### src/rtl/sram_arb_pkg.sv
// rtl/sram_arb_pkg.sv - shared widths, burst limit and port indices for the SRAM arbiter
package sram_arb_pkg;

  localparam int DEF_ADDR_WIDTH = 9;
  localparam int DEF_DATA_WIDTH = 8;
  localparam int DEF_MAX_BURST  = 16;

  localparam logic PORT0 = 1'b0;
  localparam logic PORT1 = 1'b1;

  // burst_cnt must hold 0..max_burst inclusive
  function automatic int cnt_width(input int max_burst);
    return $clog2(max_burst + 1);
  endfunction

endpackage

### src/rtl/sram_arb_pick.sv
// rtl/sram_arb_pick.sv - combinational round-robin pick with lock-burst hold
module sram_arb_pick
  import sram_arb_pkg::*;
(
  input  logic req0,
  input  logic req1,
  input  logic last_gnt,
  input  logic lock_reg,
  input  logic burst_ok,
  output logic gnt0,
  output logic gnt1,
  output logic sel
);

  // sel rests on port 0 when idle so the RAM address mux has a fixed source
  always_comb begin
    sel  = PORT0;
    gnt0 = 1'b0;
    gnt1 = 1'b0;
    if (req0 && req1) begin
      sel = (lock_reg && burst_ok) ? last_gnt : ~last_gnt;
    end else if (req1) begin
      sel = PORT1;
    end
    gnt0 = (req0 || req1) && (sel == PORT0);
    gnt1 = (req0 || req1) && (sel == PORT1);
  end

endmodule

### src/rtl/sram_arbiter.sv
// rtl/sram_arbiter.sv - two-port round-robin arbiter in front of a single-port synchronous SRAM
module sram_arbiter
  import sram_arb_pkg::*;
#(
  parameter int ADDR_WIDTH = DEF_ADDR_WIDTH,
  parameter int DATA_WIDTH = DEF_DATA_WIDTH,
  parameter int MAX_BURST  = DEF_MAX_BURST
) (
  input  logic                  clk,
  input  logic                  rst_n,
  input  logic                  req0,
  input  logic                  we0,
  input  logic [ADDR_WIDTH-1:0] addr0,
  input  logic [DATA_WIDTH-1:0] wdata0,
  input  logic                  lock0,
  input  logic                  req1,
  input  logic                  we1,
  input  logic [ADDR_WIDTH-1:0] addr1,
  input  logic [DATA_WIDTH-1:0] wdata1,
  input  logic                  lock1,
  output logic                  gnt0,
  output logic                  gnt1,
  output logic                  rvalid0,
  output logic                  rvalid1,
  output logic [DATA_WIDTH-1:0] rdata,
  output logic [ADDR_WIDTH-1:0] ram_addr,
  output logic [DATA_WIDTH-1:0] ram_din,
  output logic                  ram_we,
  input  logic [DATA_WIDTH-1:0] ram_dout
);

  localparam int            CW      = cnt_width(MAX_BURST);
  localparam logic [CW-1:0] MAX_CNT = CW'(MAX_BURST);

  logic          last_gnt;
  logic          lock_reg;
  logic [CW-1:0] burst_cnt;
  logic          pick_gnt0;
  logic          pick_gnt1;
  logic          sel;
  logic          burst_ok;
  logic          any_gnt;
  logic [CW-1:0] burst_inc;

  assign burst_ok = (burst_cnt < MAX_CNT);

  sram_arb_pick u_pick (
    .req0     (req0),
    .req1     (req1),
    .last_gnt (last_gnt),
    .lock_reg (lock_reg),
    .burst_ok (burst_ok),
    .gnt0     (pick_gnt0),
    .gnt1     (pick_gnt1),
    .sel      (sel)
  );

  // Grants are masked while reset is held so no RAM write can slip through
  assign gnt0    = pick_gnt0 & rst_n;
  assign gnt1    = pick_gnt1 & rst_n;
  assign any_gnt = gnt0 | gnt1;

  assign ram_addr = (sel == PORT1) ? addr1  : addr0;
  assign ram_din  = (sel == PORT1) ? wdata1 : wdata0;
  assign ram_we   = (gnt0 & we0) | (gnt1 & we1);
  assign rdata    = ram_dout;

  assign burst_inc = (burst_cnt == MAX_CNT) ? MAX_CNT : burst_cnt + CW'(1);

  always_ff @(posedge clk or negedge rst_n) begin
    if (!rst_n) begin
      last_gnt  <= PORT1;
      lock_reg  <= 1'b0;
      burst_cnt <= '0;
      rvalid0   <= 1'b0;
      rvalid1   <= 1'b0;
    end else begin
      rvalid0 <= gnt0 & ~we0;
      rvalid1 <= gnt1 & ~we1;
      if (any_gnt) begin
        last_gnt  <= sel;
        lock_reg  <= (sel == PORT1) ? lock1 : lock0;
        burst_cnt <= (sel == last_gnt) ? burst_inc : CW'(1);
      end else begin
        // an idle cycle ends any burst
        lock_reg  <= 1'b0;
        burst_cnt <= '0;
      end
    end
  end

endmodule

### config.mk
export PLATFORM = sky130hd
export DESIGN_NAME = sram_arbiter
export DESIGN_NICKNAME = d
export VERILOG_FILES = /design/src/rtl/sram_arb_pkg.sv /design/src/rtl/sram_arb_pick.sv /design/src/rtl/sram_arbiter.sv
export SDC_FILE = /design/constraint.sdc
export NUM_CORES = 1
export LEC_CHECK = 0
export ABC_AREA = 1
export CAP_MARGIN = 10
export CORE_MARGIN = 4
export CORE_UTILIZATION = 30
export DETAILED_ROUTE_END_ITERATION = 8
export PLACE_DENSITY = 0.86
export SLEW_MARGIN = 25
export SYNTH_ARGS = -nofsm -noshare
export SYNTH_HDL_FRONTEND = slang
export SYNTH_SLANG_ARGS = --single-unit
export TNS_END_PERCENT = 1
### constraint.sdc
create_clock -name clk -period 3 [get_ports clk]
set_clock_uncertainty 0.1 [all_clocks]
set_input_delay 0.3 -clock clk [delete_from_list [all_inputs] [get_ports clk]]
set_output_delay 0.3 -clock clk [all_outputs]
set_load 0.005 [all_outputs]
# Word-level counts from Yosys, hierarchy flattened
# Index checks and enable logic that the tools add are counted.
dict set report classes {
  add_sub_neg 1
  multipliers 0
  div_mod_pow 0
  n_lt_le_gt_ge 1
  n_eq_ne 2
  n_shift 0
  n_mux 10
  bitwise 12
  reduce_logical 5
}
# cell count
set ops {}
lappend ops {{two-way mux 5 bit} 3}
lappend ops {{two-way mux 9 bit} 1}
lappend ops {{two-way mux 8 bit} 1}
lappend ops {{AND 1 bit} 6}
lappend ops {{adder 5 x 1 -> 5 bit, second input constant} 1}
lappend ops {{equality test 5 bit, second input constant} 1}
lappend ops {{less-than comparator 5 bit, second input constant} 1}
lappend ops {{two-way mux 1 bit} 5}
lappend ops {{logical AND 1 bit} 4}
lappend ops {{inverter 1 bit} 4}
lappend ops {{OR 1 bit} 2}
lappend ops {{equality test 1 bit} 1}
lappend ops {{logical OR 1 bit} 1}
dict set report word_totals {
  reg_bits 9
  latch_bits 0
  ram_bits 0
  mem_bits_ro 0
  input_bits 50
  out_inout_bits 30
  word_cells 36
  mem_count 0
}

# Longest topological paths before layout
# Gate-level depths: netlist of the first run.
dict set report logic_depth {
  depth_word 9
  mapped_depth 10
  mapped_depth_nobuf 9
}

# By module
# From an unflattened synthesis of the first run, not the netlist that was laid out.
dict set report hier_totals {
  cells_unflattened 135
  area_unflattened_um2 793.3
}
# mod n_inst cells_each area_each_um2
set by_module_without_submodules {}
lappend by_module_without_submodules {sram_arbiter 1 120 732.0}
lappend by_module_without_submodules {sram_arb_pick 1 15 61.3}

# Worst setup path before layout of the first run
# No wires, ideal clock.
dict set report synth_path {
  path_type {flip-flop to output port}
  start {register last_gnt}
  end {output ram_we}
  arrival_ns 1.168
  t_required_ns 2.600
  path_slack_ns 1.432
  path_stages_with_launch 10
  path_buffers 1
  path_cell_list {dfstp_2 -> inv_1 -> nand2_1 -> nand3_2 -> nand2_2 -> buf_6 -> nand2_1 -> inv_1 -> nand2_1 -> nand2_1}
}
dict set report synth_via {
  elab_chain_cells 8
  word_cells_on_any_way 11
  cone_classes {mux (2); bitwise (7); reduce/logical (2)}
}
# item line
set synth_rtl {}
lappend synth_rtl {{from (decl)} sram_arbiter.sv:35} ;# logic last_gnt;
lappend synth_rtl {{from (signal assigned)} sram_arbiter.sv:81} ;# last_gnt <= sel;
lappend synth_rtl {{inverter 1 bit} sram_arb_pick.sv:21} ;# sel = (lock_reg && burst_ok) ? last_gnt : ~last_gnt;
lappend synth_rtl {{two-way mux 1 bit *} sram_arb_pick.sv:21}
lappend synth_rtl {{two-way mux 1 bit *} sram_arb_pick.sv:20} ;# if (req0 && req1) begin
lappend synth_rtl {{inverter 1 bit *} sram_arb_pick.sv:25} ;# gnt0 = (req0 || req1) && (sel == PORT0);
lappend synth_rtl {{logical AND 1 bit *} sram_arb_pick.sv:25}
lappend synth_rtl {{AND 1 bit *} sram_arbiter.sv:59} ;# assign gnt0 = pick_gnt0 & rst_n;
lappend synth_rtl {{named net gnt0} sram_arbiter.sv:21} ;# output logic gnt0,
lappend synth_rtl {{AND 1 bit *} sram_arbiter.sv:65} ;# assign ram_we = (gnt0 & we0) | (gnt1 & we1);
lappend synth_rtl {{OR 1 bit *} sram_arbiter.sv:65}
lappend synth_rtl {{to (decl)} sram_arbiter.sv:28} ;# output logic ram_we,
# Mark *: on every way through the listed nets, which the timed path passes. The rest lies on a longest branch.

# Worst setup path after layout of the first run
dict set report layout_path {
  start {register last_gnt}
  end {output ram_addr[7]}
}
dict set report layout_via {
  elab_chain_cells 4
}
# item line
set layout_rtl {}
lappend layout_rtl {{inverter 1 bit} sram_arb_pick.sv:21}
lappend layout_rtl {{two-way mux 1 bit *} sram_arb_pick.sv:21}
lappend layout_rtl {{two-way mux 1 bit *} sram_arb_pick.sv:20}
lappend layout_rtl {{two-way mux 9 bit *} sram_arbiter.sv:63} ;# assign ram_addr = (sel == PORT1) ? addr1 : addr0;
lappend layout_rtl {{to (decl)} sram_arbiter.sv:26} ;# output logic [ADDR_WIDTH-1:0] ram_addr,
# Mark *: on every way between the ends. The rest lies on a longest branch, timed or not.

==> reports/qor.yml, run 1 <==
ys_ff_latch: 9
viasPerCell: 4.534
setup_ws_ps: 386.0
ys_top_cells_by_area: "nand2_1 (32%), dfrtp_1 (27%), buf_4 (10%)"
cpPeakStageDelay_ps: 540
first_iter_violations: 14
netlist_instances: 119
ys_types: 15
overflow: 0
start_util_pct: 32.55
synth_top_family_by_area: "simple AND/OR/NAND/NOR gates"
synthArstFlopShare_pct: 100.0
grt_usage_pct: 13.42
final_cell_count_no_fill: 204
layout-drive-gt1-share_pct: 5.682
power_uw: 411.9
worst_pin_slew_ps: 375.9
synthMuxAreaShare_pct: 0
synthAdderAreaFrac_pct: 3.378
place_inst: 200
drv_slew: 0
firstDrtPassIters: 4
grtUsageMet3_pct: 4.232
synth_area_sq_um: 740.7
vias: 925
drc_errors: 0
status: "complete, no violations"
numCtsBuffers: 3
leakage_nw: 0.6640
fmax_mhz: 382.6
ctsHoldBuffers: 0
ios: 80
cts-resized-gates: 0
critPathMaxFanout: 21
clock-sinks: 9
clk_latency_ps: 250
synth-compound-area-share_pct: 1.351
io_buffer_count: 63
cp_data_required_time_ps: 2600
tns_ps: 0
grt_pass1_wl_um: 3553
antenna_found_initial: 0
finish.utilization_pct: 59.48
use_met1_pct: 13.90
cts_tree: "yes"
ctsHtreeMaxLevel: 1
drv_cap: 0
dpl.hpwl_um: 1929
grt_pass1_vias: 888
fillers: 207
worst-setup-path-type: "reg2out"
cts.reportedPaths.clkPinSlew_ps: 60
top_usage_layer: "met2"
syn_avg_cell_area_sq_um: 6.224
fin_nets: 229
peakVddDrop_mv: 0.2301
routedWlPerCell_um: 11.12
grtUsageMet2_pct: 23.71
largest_register: "burst_cnt"
worstPathCellList: "nand3_1 -> nand3_2 -> nand2_2 -> inv_2 -> nand2_1 -> nand2_1 -> clkdlybuf4s50_1"
multi_input_area_sq_um: 390.4
synth_top_area_cell: "nand2_1"
num_rows: 17
areaGrowthSynthToFinish_pct: 82.77
clock-root-buffer: "clkbuf_4"
worstSetupStartpointType: "register"
fin_area_sq_um: 1354
placed_area_sq_um: 1328
die_w_um: 57.69
register_area_sq_um: 226.5
grt_max_degree: 22
fin_crit_ps: 2614
synth_edf_count: 0
ys.flop_type: "dfrtp_1"
ant_nets: 0
setup_viol: 0
synth_most_common_cell: "nand2_1"
slew_headroom_pct: 74.85
n_antenna_cell: 0
clk_path_buf_depth: 2
yosysSeqAreaShare_pct: 30.57
yosys.area.top_type_share_pct: 32.43
yosysWarnings: 0
rsz0062_at_grt: "false"
largest_reg_flops: 5
core_area_sq_um: 2276
slowest_stage: "dfstp_2"
crit_top_cell: "nand2_1"
synth_xor_area_share_pct: 2.365
finalWeightedCongestion: 0.6927
synth_common_cells: "nand2_1 (64), buf_4 (10), inv_1 (9), dfrtp_1 (8), nor2_1 (8)"
holdWs_ps: 253.6
place_ws_ps: 515.7
drt_wl_total_um: 2268
synth-simple-area-share_pct: 45.61
dieArea_sq_um: 3328
fp.dieH_um: 57.69
hold_viol_final: 0
power.density_nw_per_um2: 304.2
fin_crit_sh_pct: 87.13
post-cts-setup-buffer-count: 0
hp-class: "in2async"
worstPathArrival_ps: 2210
end_kind: "primary output"
synth_fp_nets: 171
-- cell type report --
| cell class | count | share of cell area [%] |
|---|---|---|
| Tap cell | 28 | 2.588 |
| Multi-Input combinational cell | 89 | 28.84 |
| Inverter | 10 | 2.773 |
| Sequential cell | 9 | 16.73 |
| Clock buffer | 4 | 1.941 |
| Timing Repair Buffer | 64 | 47.13 |
-- placed cells by master (no fill, tap or decap), types with 3 or more instances in the layout --
master           Yosys  routed
nor2_1               8       8
inv_1                9       9
nand3_1              7       7
dfrtp_1              8       8
clkbuf_4             0       3
clkdlybuf4s50_1      0      63
nand2_1             64      64
-- critical path: cells and delay by family, from the launching register on --
kind,cells,cell delay [ps]
buffers and inverters,2,830
and+or+nand+nor,5,570
DFF,1,540
-- where the power goes --
| part | switching [mW] | internal, mW | total [mW] | leakage, nW |
|---|---|---|---|---|
| combinational | 0.0711 | 0.116 | 0.187 | 0.530 |
| sequential | 0.00443 | 0.129 | 0.134 | 0.119 |
| clock | 0.0401 | 0.0511 | 0.0913 | 0.0150 |
| total | 0.116 | 0.296 | 0.412 | 0.664 |
-- routing by layer --
layer / part of all wire (%) / wire length [um] / up-vias
met5: 0 / 0 / -
met4: 1.2 / 27 / 0
met3: 8.4 / 190 / 4
met2: 53 / 1195 / 50
met1: 38 / 854 / 408
li1: - / - / 463
-- kinds of logic after synthesis --
group,after synthesis
AOI/OAI and AO/OA,2
buffers and inverters,21
xor gates and xnor gates,2
adders and majority gates,2
and+or+nand+nor,83
DFF,9
-- final timing paths --
path / from / slack [ps] / depth (start not counted) / endpoint
hold reg to reg: last_gnt / 480 / 2 / last_gnt
hold / removal: rst_n / 250 / 2 / rvalid1
setup / recovery: last_gnt / 390 / 7 / ram_addr[7]
max in group asynchronous: rst_n / 2330 / 2 / last_gnt
min in group clk: last_gnt / 480 / 2 / last_gnt
setup reg to reg: last_gnt / 1350 / 6 / last_gnt
No activity file was read; power rests on OpenSTA's default activity.
==> inputs of run 2 (changes only) <==
Settings changed: CORE_ASPECT_RATIO set to 0.7.
==> run 2 against run 1 <==
Net effect:
- sequential cell count is the same
- register-to-register slack worse by 20 ps
- maximum frequency shrank 1.4%
- clock power rose by 2.7%
- sequential share of layout area is 0.062 points lower
- non-clock buffer count unchanged
- combinational power up 2%
- routed wire length rose by 15%
- core utilization rose by 1.1 points
- total power rose by 1.5%
- first-iteration DRC count up 71%
- cell count increased by 2.0%
==> reports/qor.yml, run 2 (synthesis gave the netlist of run 1 again) <==
ant_nets: 0  # unchanged
areaGrowthSynthToFinish_pct: 83.45
routedWlPerCell_um: 12.52  # +13%
finalWeightedCongestion: 0.7464  # +7.8%
power_uw: 418.1  # +1.5%
largest_reg_flops: 5  # unchanged
antenna_found_initial: 0  # unchanged
ios: 80  # unchanged
slew_headroom_pct: 72.19  # -2.7 points
status: "complete, no violations"
cts_tree: "yes"
finish.utilization_pct: 60.60  # +1.1 points
dieArea_sq_um: 3341  # +0.38%
grt_max_degree: 22  # unchanged
cts.reportedPaths.clkPinSlew_ps: 60  # about the same
setup_viol: 0  # unchanged
fin_nets: 229  # unchanged
rsz0062_at_grt: "false"
leakage_nw: 0.6640  # unchanged
power.internal_uw: 296.6  # +0.13%
grt_pass1_wl_um: 4091  # +15%
hp-class: "in2async"
post-cts-setup-buffer-count: 0  # unchanged
seq_power_share_pct: 32.0  # -0.5 points
layout-drive-gt1-share_pct: 5.682  # unchanged
fp.dieH_um: 49.58  # -14%
n_antenna_cell: 0  # unchanged
crit_path_start: "last_gnt"
clk_path_buf_depth: 2  # unchanged
clk_latency_ps: 260  # about the same
clock-root-buffer: "clkbuf_4"
cp_data_required_time_ps: 2600  # about the same
worstPathArrival_ps: 2250  # +40 ps
worst_pin_slew_ps: 415.7  # +39.81 ps
drt_wl_total_um: 2605  # +15%
dpl.hpwl_um: 2099  # +8.8%
pwr-share-clk_pct: 22.4  # +0.2 points
numCtsBuffers: 3  # unchanged
core_area_sq_um: 2242  # -1.5%
grt_pass1_vias: 848  # -4.5%
io_buffer_count: 63  # unchanged
worst-setup-path-type: "reg2out"
peakVddDrop_mv: 0.2058  # -11%
fin_crit_ps: 2652  # +38.00 ps
fin_crit_sh_pct: 88.40  # +1.3 points
largest_register: "burst_cnt"
cts-resized-gates: 0  # unchanged
slowest_stage: "dfstp_2"
swShare_pct: 29.06  # +0.97 points
clock-sinks: 9  # unchanged
crit_top_cell: "nand2_1"
firstDrtPassIters: 4  # unchanged
first_iter_violations: 24  # +10
power.density_nw_per_um2: 307.7  # +1.1%
setup_ws_ps: 348.0  # -38.00 ps
final_common_cell: "nand2_1"
grt_usage_pct: 16.09  # +2.7 points
end_kind: "primary output"
tns_ps: 0  # unchanged
path_delay_family: "buffers and inverters"
fmax_mhz: 377.1  # -1.4%
drc_errors: 0  # unchanged
critPathMaxFanout: 21  # unchanged
viasPerCell: 4.255  # -6.2%
place_ws_ps: 508.2  # -7.473 ps
vias: 885  # -4.3%
drv_cap: 0  # unchanged
worstPathCellList: "nand3_1 -> nand3_2 -> nand2_2 -> inv_2 -> nand2_1 -> nand2_1 -> clkdlybuf4s50_1"
switching_power_uw: 121.5  # +5.0%
die_w_um: 67.39  # +17%
ctsHoldBuffers: 0  # unchanged
start_util_pct: 33.04  # +0.49 points
num_rows: 14  # -3
drv_slew: 0  # unchanged
r2r_start: "last_gnt"
layout_common_cells: "nand2_1 (64), clkdlybuf4s50_1 (63), inv_1 (9), nor2_1 (8), dfrtp_1 (8)"
fillers: 200  # -3.4%
worstSetupStartpointType: "register"
overflow: 0  # unchanged
ctsHtreeMaxLevel: 1  # unchanged
path_buf_inv: 2  # unchanged
hold_viol_final: 0  # unchanged
comb_power_share_pct: 45.6  # +0.2 points
cpPeakStageDelay_ps: 540  # about the same
==> run 2: cell counts in the layout (fill, tap and decap cells not counted) <==
No cell type changed its count.
==> run 2: worst register-to-register path, cell delays in order, from the launching register on <==
cell     delay, ps
dfstp_2        540
inv_1           70
nand2_1         80
nand3_2         70
nand2_2        330
nand2_1        160
nand3_2        140
nor2_1          60
==> run 2: metrics by stage <==
step           area, sq um  hold WS, ps  instances
6_report              1359        279.3        208
4_1_cts               1359        275.8        208
5_1_grt               1359        275.7        208
3_3_place_gp          1333        444.8        204
2_1_floorplan        740.7       -95.59        119
3_5_place_dp          1333        453.9        204
==> run 2: cell type report <==
| type | instances | area (sq um) | share of cell area [%] |
|---|---|---|---|
| sequential | 9 | 226.5 | 16.67 |
| clock buffer | 4 | 26.28 | 1.934 |
| tap | 32 | 40.04 | 2.947 |
| inverter | 10 | 37.54 | 2.762 |
| timing repair buffer | 64 | 638.1 | 46.96 |
| multi-input combinational | 89 | 390.4 | 28.73 |
==> run 2: routing by layer <==
metal / wire length, um / global-route usage, %
met5: 0 / 0
met4: 20 / 5.387
met3: 118 / 3.636
met2: 1360 / 27.41
met1: 1106 / 19.70
==> run 2: worst paths after layout <==
| path | cells past startpoint | slack (ps) | end |
|---|---|---|---|
| worst max-delay path | 7 | 350 | ram_addr[2] |
| worst min-delay path | 2 | 280 | lock_reg |
| worst max register to register | 7 | 1330 | burst_cnt[3] |
| worst min register to register | 2 | 470 | last_gnt |
| max in group asynchronous | 2 | 2300 | last_gnt |
| min in group clk | 2 | 470 | last_gnt |
==> run 2: power by group through the flow <==
stage / Sequential [mW] / Clock [mW] / Combinational, mW
6_report: 0.134 / 0.0938 / 0.191
5_1_grt: 0.134 / 0.108 / 0.209
4_1_cts: 0.134 / 0.0961 / 0.191
3_5_place_dp: 0.136 / 0 / 0.190
3_3_place_gp: 0.135 / 0 / 0.186
2_1_floorplan: 0.135 / 0 / 0.0771
